`src/rtl/pipe_stage_elastic_if.sv`:
```
// rtl/pipe_stage_elastic_if.sv - handshake bundle between a pipeline stage and its neighbours
interface pipe_stage_elastic_if #(
    parameter int DATA_W = 108
);
    logic              flush;
    logic              in_valid;
    logic              in_ready;
    logic [DATA_W-1:0] in_data;
    logic              out_valid;
    logic              out_ready;
    logic [DATA_W-1:0] out_data;
    logic [1:0]        count;

    modport master (
        output flush, in_valid, in_data, out_ready,
        input  in_ready, out_valid, out_data, count
    );

    modport slave (
        input  flush, in_valid, in_data, out_ready,
        output in_ready, out_valid, out_data, count
    );
endinterface

```
`src/rtl/pipe_stage_elastic.sv`:
```
// rtl/pipe_stage_elastic.sv - elastic RV32I stage register, valid/ready, flush, optional 2-entry skid
module pipe_stage_elastic #(
    parameter int DATA_W = 108,
    parameter int CTRL_W = 4,
    parameter int SKID   = 1
) (
    input logic                 clk,
    input logic                 rst,
    pipe_stage_elastic_if.slave bus
);
    typedef enum logic [1:0] {
        EMPTY = 2'd0,
        FULL  = 2'd1,
        SKIDF = 2'd2
    } state_t;

    // Keeps the data fields and zeroes the control fields, so a bubble reads as a NOP.
    function automatic logic [DATA_W-1:0] dataMask();
        logic [DATA_W-1:0] m;
        for (int i = 0; i < DATA_W; i++) begin
            m[i] = (i >= CTRL_W);
        end
        return m;
    endfunction

    localparam logic [DATA_W-1:0] KEEP_MASK = dataMask();

    state_t            state;
    logic [DATA_W-1:0] mainReg;
    logic [DATA_W-1:0] skidReg;
    logic              inReady;
    logic              xferIn;
    logic              xferOut;

    always_comb begin
        if (SKID != 0) begin
            inReady = (state != SKIDF);
        end else begin
            inReady = (state == EMPTY) || bus.out_ready;
        end
    end

    assign xferIn  = bus.in_valid && inReady;
    assign xferOut = (state != EMPTY) && bus.out_ready;

    always_ff @(posedge clk or negedge rst) begin
        if (!rst) begin
            state   <= EMPTY;
            mainReg <= '0;
            skidReg <= '0;
        end else if (bus.flush) begin
            state   <= EMPTY;
            mainReg <= mainReg & KEEP_MASK;
        end else begin
            case (state)
                EMPTY: begin
                    if (xferIn) begin
                        state   <= FULL;
                        mainReg <= bus.in_data;
                    end
                end
                FULL: begin
                    if (xferIn && xferOut) begin
                        mainReg <= bus.in_data;
                    end else if (xferIn) begin
                        // Unreachable without a skid: in FULL, in_ready then implies out_ready.
                        state   <= SKIDF;
                        skidReg <= bus.in_data;
                    end else if (xferOut) begin
                        state   <= EMPTY;
                        mainReg <= mainReg & KEEP_MASK;
                    end
                end
                SKIDF: begin
                    if (xferOut) begin
                        state   <= FULL;
                        mainReg <= skidReg;
                    end
                end
                default: begin
                    state   <= EMPTY;
                    mainReg <= mainReg & KEEP_MASK;
                end
            endcase
        end
    end

    assign bus.in_ready  = inReady;
    assign bus.out_valid = (state != EMPTY);
    assign bus.out_data  = mainReg;
    assign bus.count     = state;
endmodule
```
`src/flat_wrapper.sv`:
```
// flat-port wrapper written by rule: the top's interface ports become plain ports
module pipe_stage_elastic_flat 
#(
    parameter int DATA_W = 108,
    parameter int CTRL_W = 4,
    parameter int SKID   = 1
)
  (clk, rst, bus_flush, bus_in_valid, bus_in_data, bus_out_ready, bus_in_ready, bus_out_valid, bus_out_data, bus_count);
  pipe_stage_elastic_if #(.DATA_W(DATA_W)) bus_i ();
  input logic clk;
  input logic rst;
  input wire logic [$bits(bus_i.flush)-1:0] bus_flush;
  input wire logic [$bits(bus_i.in_valid)-1:0] bus_in_valid;
  input wire logic [$bits(bus_i.in_data)-1:0] bus_in_data;
  input wire logic [$bits(bus_i.out_ready)-1:0] bus_out_ready;
  output wire logic [$bits(bus_i.in_ready)-1:0] bus_in_ready;
  output wire logic [$bits(bus_i.out_valid)-1:0] bus_out_valid;
  output wire logic [$bits(bus_i.out_data)-1:0] bus_out_data;
  output wire logic [$bits(bus_i.count)-1:0] bus_count;
  assign bus_i.flush = bus_flush;
  assign bus_i.in_valid = bus_in_valid;
  assign bus_i.in_data = bus_in_data;
  assign bus_i.out_ready = bus_out_ready;
  assign bus_in_ready = bus_i.in_ready;
  assign bus_out_valid = bus_i.out_valid;
  assign bus_out_data = bus_i.out_data;
  assign bus_count = bus_i.count;
  pipe_stage_elastic #(.DATA_W(DATA_W), .CTRL_W(CTRL_W), .SKID(SKID)) u_core (.clk(clk), .rst(rst), .bus(bus_i));
endmodule
```
`config.mk`:
```
export PLATFORM = sky130hd
export DESIGN_NAME = pipe_stage_elastic_flat
export DESIGN_NICKNAME = d
export VERILOG_FILES = /design/src/rtl/pipe_stage_elastic_if.sv /design/src/rtl/pipe_stage_elastic.sv /design/src/flat_wrapper.sv
export SDC_FILE = /design/constraint.sdc
export NUM_CORES = 1
export LEC_CHECK = 0
export ABC_AREA = 1
export BUFFER_PORTS_ARGS = -buffer_cell sky130_fd_sc_hd__buf_2
export CORE_MARGIN = 2
export CORE_UTILIZATION = 30
export DETAILED_ROUTE_END_ITERATION = 6
export PLACE_DENSITY_LB_ADDON = 0.05
export SLEW_MARGIN = 30
export SYNTH_ARGS = -nofsm -noshare
export SYNTH_HDL_FRONTEND = slang
export SYNTH_SLANG_ARGS = --single-unit
```
`constraint.sdc`:
```
create_clock -name clk -period 1.4 [get_ports clk]
set_input_delay 0.14 -clock clk [delete_from_list [all_inputs] [get_ports clk]]
set_output_delay 0.14 -clock clk [all_outputs]
set_load 0.03 [all_outputs]
```
**Word level (Yosys, flattened, before mapping)**

Cells that the tools add are included.

- Reduce and logical (&&, ||, !) cells: 10
- Equal/unequal tests: 12
- Bitwise operators: 2
- Muxes and demuxes: 14

Operator list:

| cell | number |
|---|---|
| two-way mux 108 bit | 4 |
| case mux 108 bit (3 select lines) | 1 |
| two-way mux 2 bit | 6 |
| AND reduction 4 bit | 3 |
| two-way mux 4 bit | 2 |
| inequality test 4 x 2 -> 1 bit, second input constant | 2 |
| inequality test 2 x 1 -> 1 bit, second input constant | 3 |
| inequality test 3 x 2 -> 1 bit, second input constant | 2 |
| case mux 2 bit (3 select lines) | 1 |
| AND reduction 5 bit | 1 |
| inequality test 4 bit, second input constant | 1 |
| logical AND 1 bit | 3 |
| inequality test 3 bit, second input constant | 1 |
| nonzero test 3 bit | 1 |
| equality test 2 x 1 -> 1 bit, second input constant | 1 |
| equality test 2 bit, second input constant | 1 |
| logical NOT 2 bit | 1 |
| inequality test 2 bit, second input constant | 1 |
| NOT 1 bit | 2 |
| nonzero test 2 bit | 1 |

- Input bits: 113
- Flip-flop bits (word level): 218
- Output and inout port bits: 112
- Logic and storage cells: 42

**Logic depth before layout (Yosys ltp)**

Gate-level depths: netlist (run 1).

- Depth in word-level cells: 7
- Depth in mapped cells: 11

**Worst setup path after synthesis (run 1)**

Ideal clock, no wire load.

- Kind: reg-to-reg
- From: register u_core.state[1], in the netlist u_core.bus.count[1]
- To: register u_core.mainReg[100], in the netlist u_core.bus.out_data[100]
- Data arrival time: 1.688 ns
- Period minus slack after synthesis: 1.805 ns
- Data required time: 1.283 ns
- Setup time: 0.117 ns
- Stages on the path, launching flop included: 11
- Buffers on the path: 3
- Path slack: -0.405 ns
- Path through: dfrtp_1 buf_4 inv_4 nand2_2 nand2_1 nand3_2 nand3b_2 buf_4 buf_2 nand2_1 nand2_1

- Longest elaborated chain between the ends: 5
- Elaborated cells between the ends (all ways): 15
- Those cells by class: eq/ne (6); mux (2); reduce/logical (7)

RTL lines:

| element | RTL line | text |
|---|---|---|
| start: declaration | pipe_stage_elastic.sv:28 | `state_t state;` |
| start signal: assignment | pipe_stage_elastic.sv:48 | `state <= EMPTY;` |
| start signal: assignment | pipe_stage_elastic.sv:52 | `state <= EMPTY;` |
| start signal: assignment | pipe_stage_elastic.sv:58 | `state <= FULL;` |
| nonzero test 2 bit (*) | -- |  |
| net bus_out_valid | flat_wrapper.sv:17 | `output wire logic [$bits(bus_i.out_valid)-1:0] bus_out_valid;` |
| logical AND 1 bit (*) | pipe_stage_elastic.sv:44 | `assign xferOut = (state != EMPTY) && bus.out_ready;` |
| logical AND 1 bit | pipe_stage_elastic.sv:63 | `if (xferIn && xferOut) begin` |
| inequality test 2 x 1 -> 1 bit (no line) / two-way mux 108 bit (equally long branches) | -- |  |
| AND reduction 5 bit (no line) / case mux 108 bit (3 select lines) (equally long branches) | -- |  |
| end signal: assignment | pipe_stage_elastic.sv:53 | `mainReg <= mainReg & KEEP_MASK;` |
| end signal: assignment | pipe_stage_elastic.sv:64 | `mainReg <= bus.in_data;` |
| end signal: assignment | pipe_stage_elastic.sv:71 | `mainReg <= mainReg & KEEP_MASK;` |
| end: declaration | pipe_stage_elastic.sv:29 | `logic [DATA_W-1:0] mainReg;` |

The timed path passes the listed nets; every way through them passes the cells marked *.
A chain may end at the register's enable or synchronous reset.

**Worst setup path in the final report (run 1)**

- From: register u_core.state[1], in the netlist u_core.bus.count[1]
- To: register u_core.skidReg[26]

- Longest elaborated chain between the ends: 5
- Elaborated cells between the ends (all ways): 8
- Those cells by class: eq/ne (2); bitwise (1); reduce/logical (5)

RTL lines:

| element | RTL line | text |
|---|---|---|
| inequality test 2 bit / nonzero test 2 bit (equally long branches) | pipe_stage_elastic.sv:37, pipe_stage_elastic.sv:44 |  |
| logical AND 1 bit, on equally long branches | pipe_stage_elastic.sv:43, pipe_stage_elastic.sv:44 |  |
| logical AND 1 bit | pipe_stage_elastic.sv:63 |  |
| NOT 1 bit (no line) | -- |  |
| AND reduction 4 bit (no line) (*) | -- |  |
| end signal: assignment | pipe_stage_elastic.sv:68 | `skidReg <= bus.in_data;` |
| end: declaration | pipe_stage_elastic.sv:30 | `logic [DATA_W-1:0] skidReg;` |

Every way passes the cells marked *; elsewhere a longest branch is shown, timed or not.

==> flow_metrics.env, run 1 <==
export IMPL_drc=0
export IMPL_synth_top_area_cell="dfrtp_1"
export IMPL_nets=1972
export IMPL_grt_pass1_vias=10890
export IMPL_critPathRequiredTime_ns=1.84
export IMPL_cts_tree="yes"
export IMPL_switchingPower_mw=10.05
export IMPL_boundaryPins=225
export IMPL_synth_main_ff_cell="dfrtp_1"
export IMPL_p_sw_share_pct=37.10
export IMPL_port_buffers=224
export IMPL_die_area_sq_mm=0.03754
export IMPL_area_growth_pct=64.32
export IMPL_clock_sinks=218
export IMPL_cts_buffers_inserted=28
export IMPL_setup_viol=222
export IMPL_antenna_found_initial=4
export IMPL_timing_hold_worst_class="in2reg"
export IMPL_synth_area_sq_mm=0.01080
export IMPL_min_period_over_period_pct=122.1
export IMPL_synth_edf_count=0
export IMPL_fin_ws_ns=-0.3095
export IMPL_syn_inst=1430
export IMPL_async_flop_share_pct=100.0
export IMPL_h_tree_depth=1
export IMPL_core_area_sq_mm=0.03548
export IMPL_max_freq_mhz=585.0
export IMPL_hpwl_microns=23810
export IMPL_clk_pin_slew_ns=0.06
export IMPL_initial_core_util_pct=30.45
export IMPL_die_w_microns=193.8
export IMPL_fin_skew_ns=0.006306
export IMPL_cap_violations=0
export IMPL_startpoint_type="register"
export IMPL_hold_depth=5
export IMPL_ant_nets=0
export IMPL_avgSynthCellArea_sq_um=7.554
export IMPL_place_area_sq_mm=0.01344
export IMPL_min_period_ns=1.709
export IMPL_synth_seq_cells=218
export IMPL_slowest_delay_ns=0.48
export IMPL_drive_gt1_share_pct=34.01
export IMPL_clock_root_buffer="clkbuf_16"
export IMPL_drv_slew=0
export IMPL_routed_wl_microns=40770
export IMPL_track_usage_pct=20.55
export IMPL_busiest_layer="met2"
export IMPL_grt_setup_unrepaired="yes"
export IMPL_routed_via_density=4.746
export IMPL_path_common_cell="buf_12"
export IMPL_path_depth=8
export IMPL_first_pass_iters=5
export IMPL_cp_num_buf_inv=4
export IMPL_wl_per_cell_microns=17.40
export IMPL_p_seq_share_pct=36.1
export IMPL_whs_ns=0.08707
export IMPL_p_leak_nw=9.293
export IMPL_worst_pin_slew_ns=0.4045
export IMPL_violations="negative setup slack"
export IMPL_relSlewSlack_pct=73.03
export IMPL_clkPwrFrac_pct=26.9
export IMPL_place_worst_setup_slack_ns=-0.2225
export IMPL_yosys_top_cells_count="652 x nand2_1, 218 x dfrtp_1, 109 x inv_1"
export IMPL_die_h_microns=193.8
export IMPL_ys_seq_area_share_pct=50.50
export IMPL_grt_max_degree=70
export IMPL_yosys_warnings=0
export IMPL_ys_top_cells_by_area="dfrtp_1 50%, nand2_1 23%, nand4_1 6.3%"
export IMPL_p_int_mw=17.04
export IMPL_cp_end_kind="register"
export IMPL_criticalPathCategory="reg2reg"
export IMPL_drt_iter0_markers=486
export IMPL_crit_fanout=8
export IMPL_crit_slowest_cell="dfrtp_2"
export IMPL_hold_viol=0
export IMPL_status="finished, violations left"
export IMPL_use_met2_pct=33.93
export IMPL_max_vdd_ir_drop_uv=1130
export IMPL_grt_ovfl_total=0
export IMPL_synth_top_area_share_pct=50.50
export IMPL_synth_net_count=1543
export IMPL_yosysMostFrequentCell="nand2_1"
export IMPL_final_cell_area_sq_mm=0.01775
export IMPL_crit_arrival_ns=2.15
export IMPL_clk_latency_ns=0.55
export IMPL_use_met3_pct=2.922
export IMPL_reg2reg_depth=8
export IMPL_grt_pass1_wl_microns=62240
export IMPL_gp_congestion=0.7654
export IMPL_rows=69
export IMPL_vias=11120
export IMPL_p_comb_share_pct=37.0
export IMPL_grt_met1_usage_pct=28.17
export IMPL_clk_path_buf_depth=3
export IMPL_crit_family="buffers and inverters"
export IMPL_crit_chain="buf_12 -> nor3_4 -> nand3_4 -> buf_12 -> buf_12 -> clkbuf_16 -> nand2_2 -> o21ai_1"
export IMPL_yosysUniqueCellTypes=25
export IMPL_power_density_mw_per_mm2=1526
[state kept, by name, indices dropped and copies added, names as in the netlist]
register,flops
u_core.bus.out_data,108
u_core.skidReg,108
u_core.bus.count,2
[final cells by class]
type                    instances  area (sq um)
clock buffers                  45         885.9
repair buffers                501          5094
multi-input cells             997          5233
diodes                          3         7.507
fillers                      3446         17730
clock inverters                 5         52.55
well taps                     461         576.8
inverters                     113         444.2
flip-flops and latches        218          5458
[cells by family (layout without fill, tap and decap cells)]
logic type             Yosys count  count (layout)  share of synthesized area [%]
buffers and inverters          215             664                          8.733
AND/OR/NAND/NOR                883             883                          35.39
flip-flops                     218             218                          50.50
AO/OA/AOI/OAI                  114             114                          5.374
other                            0               3                              0
[metal layers]
metal | vias up | wire length (microns) | part of all wire [%]
met2 | 222 | 19480 | 48
met5 | - | 0 | 0
met4 | 0 | 989 | 2.4
li1 | 5487 | - | -
met1 | 5351 | 18600 | 46
met3 | 61 | 1701 | 4.2
[path summary, 6_finish.rpt]
kind,slack [ns],to,startpoint
hold reg to reg,0.46,u_core.bus.out_data[77],u_core.bus.out_data[77]
setup reg to reg,-0.31,u_core.skidReg[26],u_core.bus.count[1]
setup / recovery,-0.31,u_core.skidReg[26],u_core.bus.count[1]
max in group asynchronous,0.83,u_core.bus.out_data[74],rst
hold / removal,0.09,u_core.bus.count[0],bus_out_ready
min in group asynchronous,0.17,u_core.bus.out_data[24],rst
[power by group through the flow]
stage                     Sequential, mW  Clock (mW)  Combinational [mW]
after CTS                           9.62        7.53                9.19
after global routing                10.0        7.77                10.9
after floorplan                     11.3           0                3.25
after global placement              9.62           0                7.99
after detailed placement            9.62           0                8.05
final                               9.78        7.29                10.0
[worst min-delay path, delay by kind of cell]
kind | cells | cell delay, ns
simple gates | 2 | 0.19
compound gates | 2 | 0.13
buf+inv | 1 | 0.14
[through the flow]
step | utilization [%] | setup TNS, ns | power [mW] | std cells
2_1_floorplan | - | -30.49 | 14.52 | 1430
3_3_place_gp | 37.87 | -31.40 | 17.60 | 2115
3_5_place_dp | 37.87 | -36.09 | 17.67 | 2115
4_1_cts | 47.22 | -45.38 | 26.34 | 2320
5_1_grt | 50.03 | -64.19 | 28.67 | 2343
6_report | 50.03 | -50.65 | 27.09 | 2343
[cells in the final DEF, fill, tap and decap left out, types with 29 or more instances in the layout]
master / count
buf_2: 220
dfrtp_1: 216
nand3_1: 91
buf_12: 60
buf_6: 29
buf_4: 34
nand4_1: 108
o21ai_1: 69
nand2_2: 85
nand2_1: 531
nand2_4: 38
clkbuf_16: 41
inv_1: 109
o21ai_2: 41
dlygate4sd3_1: 110
[repair_timing]
action | 4_1_cts | 5_1_grt
hold buffers | 110 | 0
pin swaps | 31 | 100
endpoints found under the hold margin | 435 | 0
endpoints found under the setup margin | 221 | 222
resized for setup | 124 | 207
gates cloned | 22 | 15
setup buffers | 23 | 16
No activity file was read; power rests on OpenSTA's default activity.
==> inputs of run 2 (changes only) <==
--- a/config.mk
+++ b/config.mk
@@ -7,11 +7,12 @@
 export LEC_CHECK = 0
 export ABC_AREA = 1
 export BUFFER_PORTS_ARGS = -buffer_cell sky130_fd_sc_hd__buf_2
+export CORE_ASPECT_RATIO = 0.9
 export CORE_MARGIN = 2
 export CORE_UTILIZATION = 30
 export DETAILED_ROUTE_END_ITERATION = 6
 export PLACE_DENSITY_LB_ADDON = 0.05
-export SLEW_MARGIN = 30
+export SLEW_MARGIN = 20
 export SYNTH_ARGS = -nofsm -noshare
 export SYNTH_HDL_FRONTEND = slang
 export SYNTH_SLANG_ARGS = --single-unit
==> flow_metrics.env, run 2 (same netlist as run 1, synthesis figures left out) <==
export IMPL_cts_buffers_inserted=27
export IMPL_violations="negative setup slack"
export IMPL_drive_gt1_share_pct=28.36
export IMPL_startpoint_type="register"
export IMPL_clock_root_buffer="clkbuf_16"
export IMPL_reg2reg_depth=8
export IMPL_wl_per_cell_microns=17.44
export IMPL_clk_path_buf_depth=3
export IMPL_criticalPathCategory="reg2reg"
export IMPL_vias=10820
export IMPL_clkPwrFrac_pct=27.2
export IMPL_r2r_start="u_core.bus.count[0]"
export IMPL_total_power_mw=25.62
export IMPL_met1Wirelength_microns=19260
export IMPL_cts_tree="yes"
export IMPL_clk_latency_ns=0.55
export IMPL_hold_viol=0
export IMPL_boundaryPins=225
export IMPL_rows=65
export IMPL_crit_arrival_ns=2.10
export IMPL_max_freq_mhz=594.5
export IMPL_port_buffers=224
export IMPL_finalSetupTns_ns=-50.47
export IMPL_grt_pass1_wl_microns=57330
export IMPL_grt_max_degree=93
export IMPL_route_met3_wl_microns=1590
export IMPL_gp_congestion=0.7593
export IMPL_p_seq_share_pct=37.8
export IMPL_track_usage_pct=18.92
export IMPL_place_inst=2100
export IMPL_top_layer="met4"
export IMPL_relSlewSlack_pct=77.72
export IMPL_ant_nets=0
export IMPL_p_comb_share_pct=35.0
export IMPL_core_area_sq_mm=0.03530
export IMPL_die_area_sq_mm=0.03755
export IMPL_cap_violations=0
export IMPL_place_area_sq_mm=0.01324
export IMPL_clock_sinks=218
export IMPL_p_sw_share_pct=37.73
export IMPL_route_met2_wl_microns=18680
export IMPL_h_tree_depth=1
export IMPL_final_common_cell="nand2_1"
export IMPL_layout_common_cells="589 x nand2_1, 220 x buf_2, 216 x dfrtp_1, 111 x dlygate4sd3_1, 109 x inv_1"
export IMPL_reg2reg_to="u_core.skidReg[6]"
export IMPL_first_pass_iters=5
export IMPL_power_density_mw_per_mm2=1549
export IMPL_p_int_mw=15.95
export IMPL_grt_pass1_vias=10170
export IMPL_critPathRequiredTime_ns=1.82
export IMPL_drt_iter0_markers=584
export IMPL_initial_core_util_pct=30.61
export IMPL_setup_viol=221
export IMPL_switchingPower_mw=9.665
export IMPL_cp_end_kind="register"
export IMPL_p_leak_nw=8.697
export IMPL_max_vdd_ir_drop_uv=1025
export IMPL_drv_slew=0
export IMPL_die_h_microns=184.0
export IMPL_routed_wl_microns=40230
export IMPL_nets=1929
export IMPL_reg2reg_slack_ns=-0.28
export IMPL_fin_skew_ns=0.01669
export IMPL_grt_ovfl_total=0
export IMPL_stdcell_count=2307
export IMPL_min_period_ns=1.682
export IMPL_fin_ws_ns=-0.2822
export IMPL_status="finished, violations left"
export IMPL_area_growth_pct=53.08
export IMPL_drc=0
export IMPL_crit_fanout=10
export IMPL_min_period_over_period_pct=120.2
export IMPL_die_w_microns=204.0
export IMPL_timing_hold_worst_class="in2async"
export IMPL_worst_pin_slew_ns=0.3343
export IMPL_routed_via_density=4.690
export IMPL_antenna_found_initial=1
export IMPL_final_cell_area_sq_mm=0.01654
export IMPL_clk_pin_slew_ns=0.06
export IMPL_hpwl_microns=23560
export IMPL_grt_setup_unrepaired="yes"
-- run 2: cell count changes in the layout (fill, tap and decap cells not counted), sizes merged, moves of 2 or more --
cell,before,now
clkinv,3,6
diode,3,1
inv,113,115
buf,378,331
-- run 2: worst max-delay path: stages (launching register included) --
cell and delay [ns]:
dfrtp_2 0.47, inv_12 0.06, buf_8 0.13, nor3_4 0.20, nand3_4 0.19, clkbuf_16 0.24
buf_12 0.16, nand2_2 0.05, o21ai_1 0.06
-- run 2: per-stage QoR --
stage / utilization [%] / setup WS [ns] / hold WS [ns]
finish: 46.85 / -0.2822 / 0.07458
global route: 46.85 / -0.3333 / 0.08284
CTS: 43.39 / -0.2476 / 0.04702
detailed placement: 37.50 / -0.2435 / 0.04450
global placement: 37.50 / -0.2052 / 0.04801
floorplan: - / -0.1978 / -0.1556
-- run 2: worst max path at each step --
stage,from,slack [ns],cells after the start,end
2_1_floorplan,u_core.bus.count[0],-0.20,11,u_core.bus.out_data[100]
3_3_place_gp,u_core.bus.count[1],-0.21,6,u_core.skidReg[17]
3_5_place_dp,u_core.bus.count[1],-0.24,6,u_core.skidReg[25]
4_1_cts,u_core.bus.count[0],-0.25,7,u_core.skidReg[52]
5_1_grt,u_core.bus.count[0],-0.33,7,u_core.skidReg[95]
6_report,u_core.bus.count[0],-0.28,8,u_core.skidReg[6]
-- run 2: final cells by class --
cell class	instances	area, sq um
fill	3580	18760
clock buffer	40	824.5
clock inverter	10	62.56
sequential	218	5458
inverter	113	444.2
antenna	1	2.502
tap	469	586.8
multi-input combinational	997	4853
timing repair buffer	459	4305
-- run 2: what timing repair did --
item	in CTS	in global routing
setup endpoints to repair	221	221
gates resized for setup	13	146
setup buffers	3	10
endpoints found under the hold margin	435	0
cloned	0	32
hold buffers	111	0
pin swaps	2	19
-- run 2: routing by layer --
metal	vias up	GRT usage, %
met1	5170	26.93
li1	5382	-
met5	-	0
met3	39	2.570
met2	228	30.65
met4	0	4.058
-- run 2: power groups by stage --
stage / logic (mW) / registers (mW) / clock network, mW
6_report: 8.97 / 9.70 / 6.96
5_1_grt: 9.82 / 9.94 / 7.45
4_1_cts: 8.29 / 9.55 / 7.19
3_5_place_dp: 7.97 / 9.61 / 0
3_3_place_gp: 7.90 / 9.62 / 0
2_1_floorplan: 3.25 / 11.3 / 0
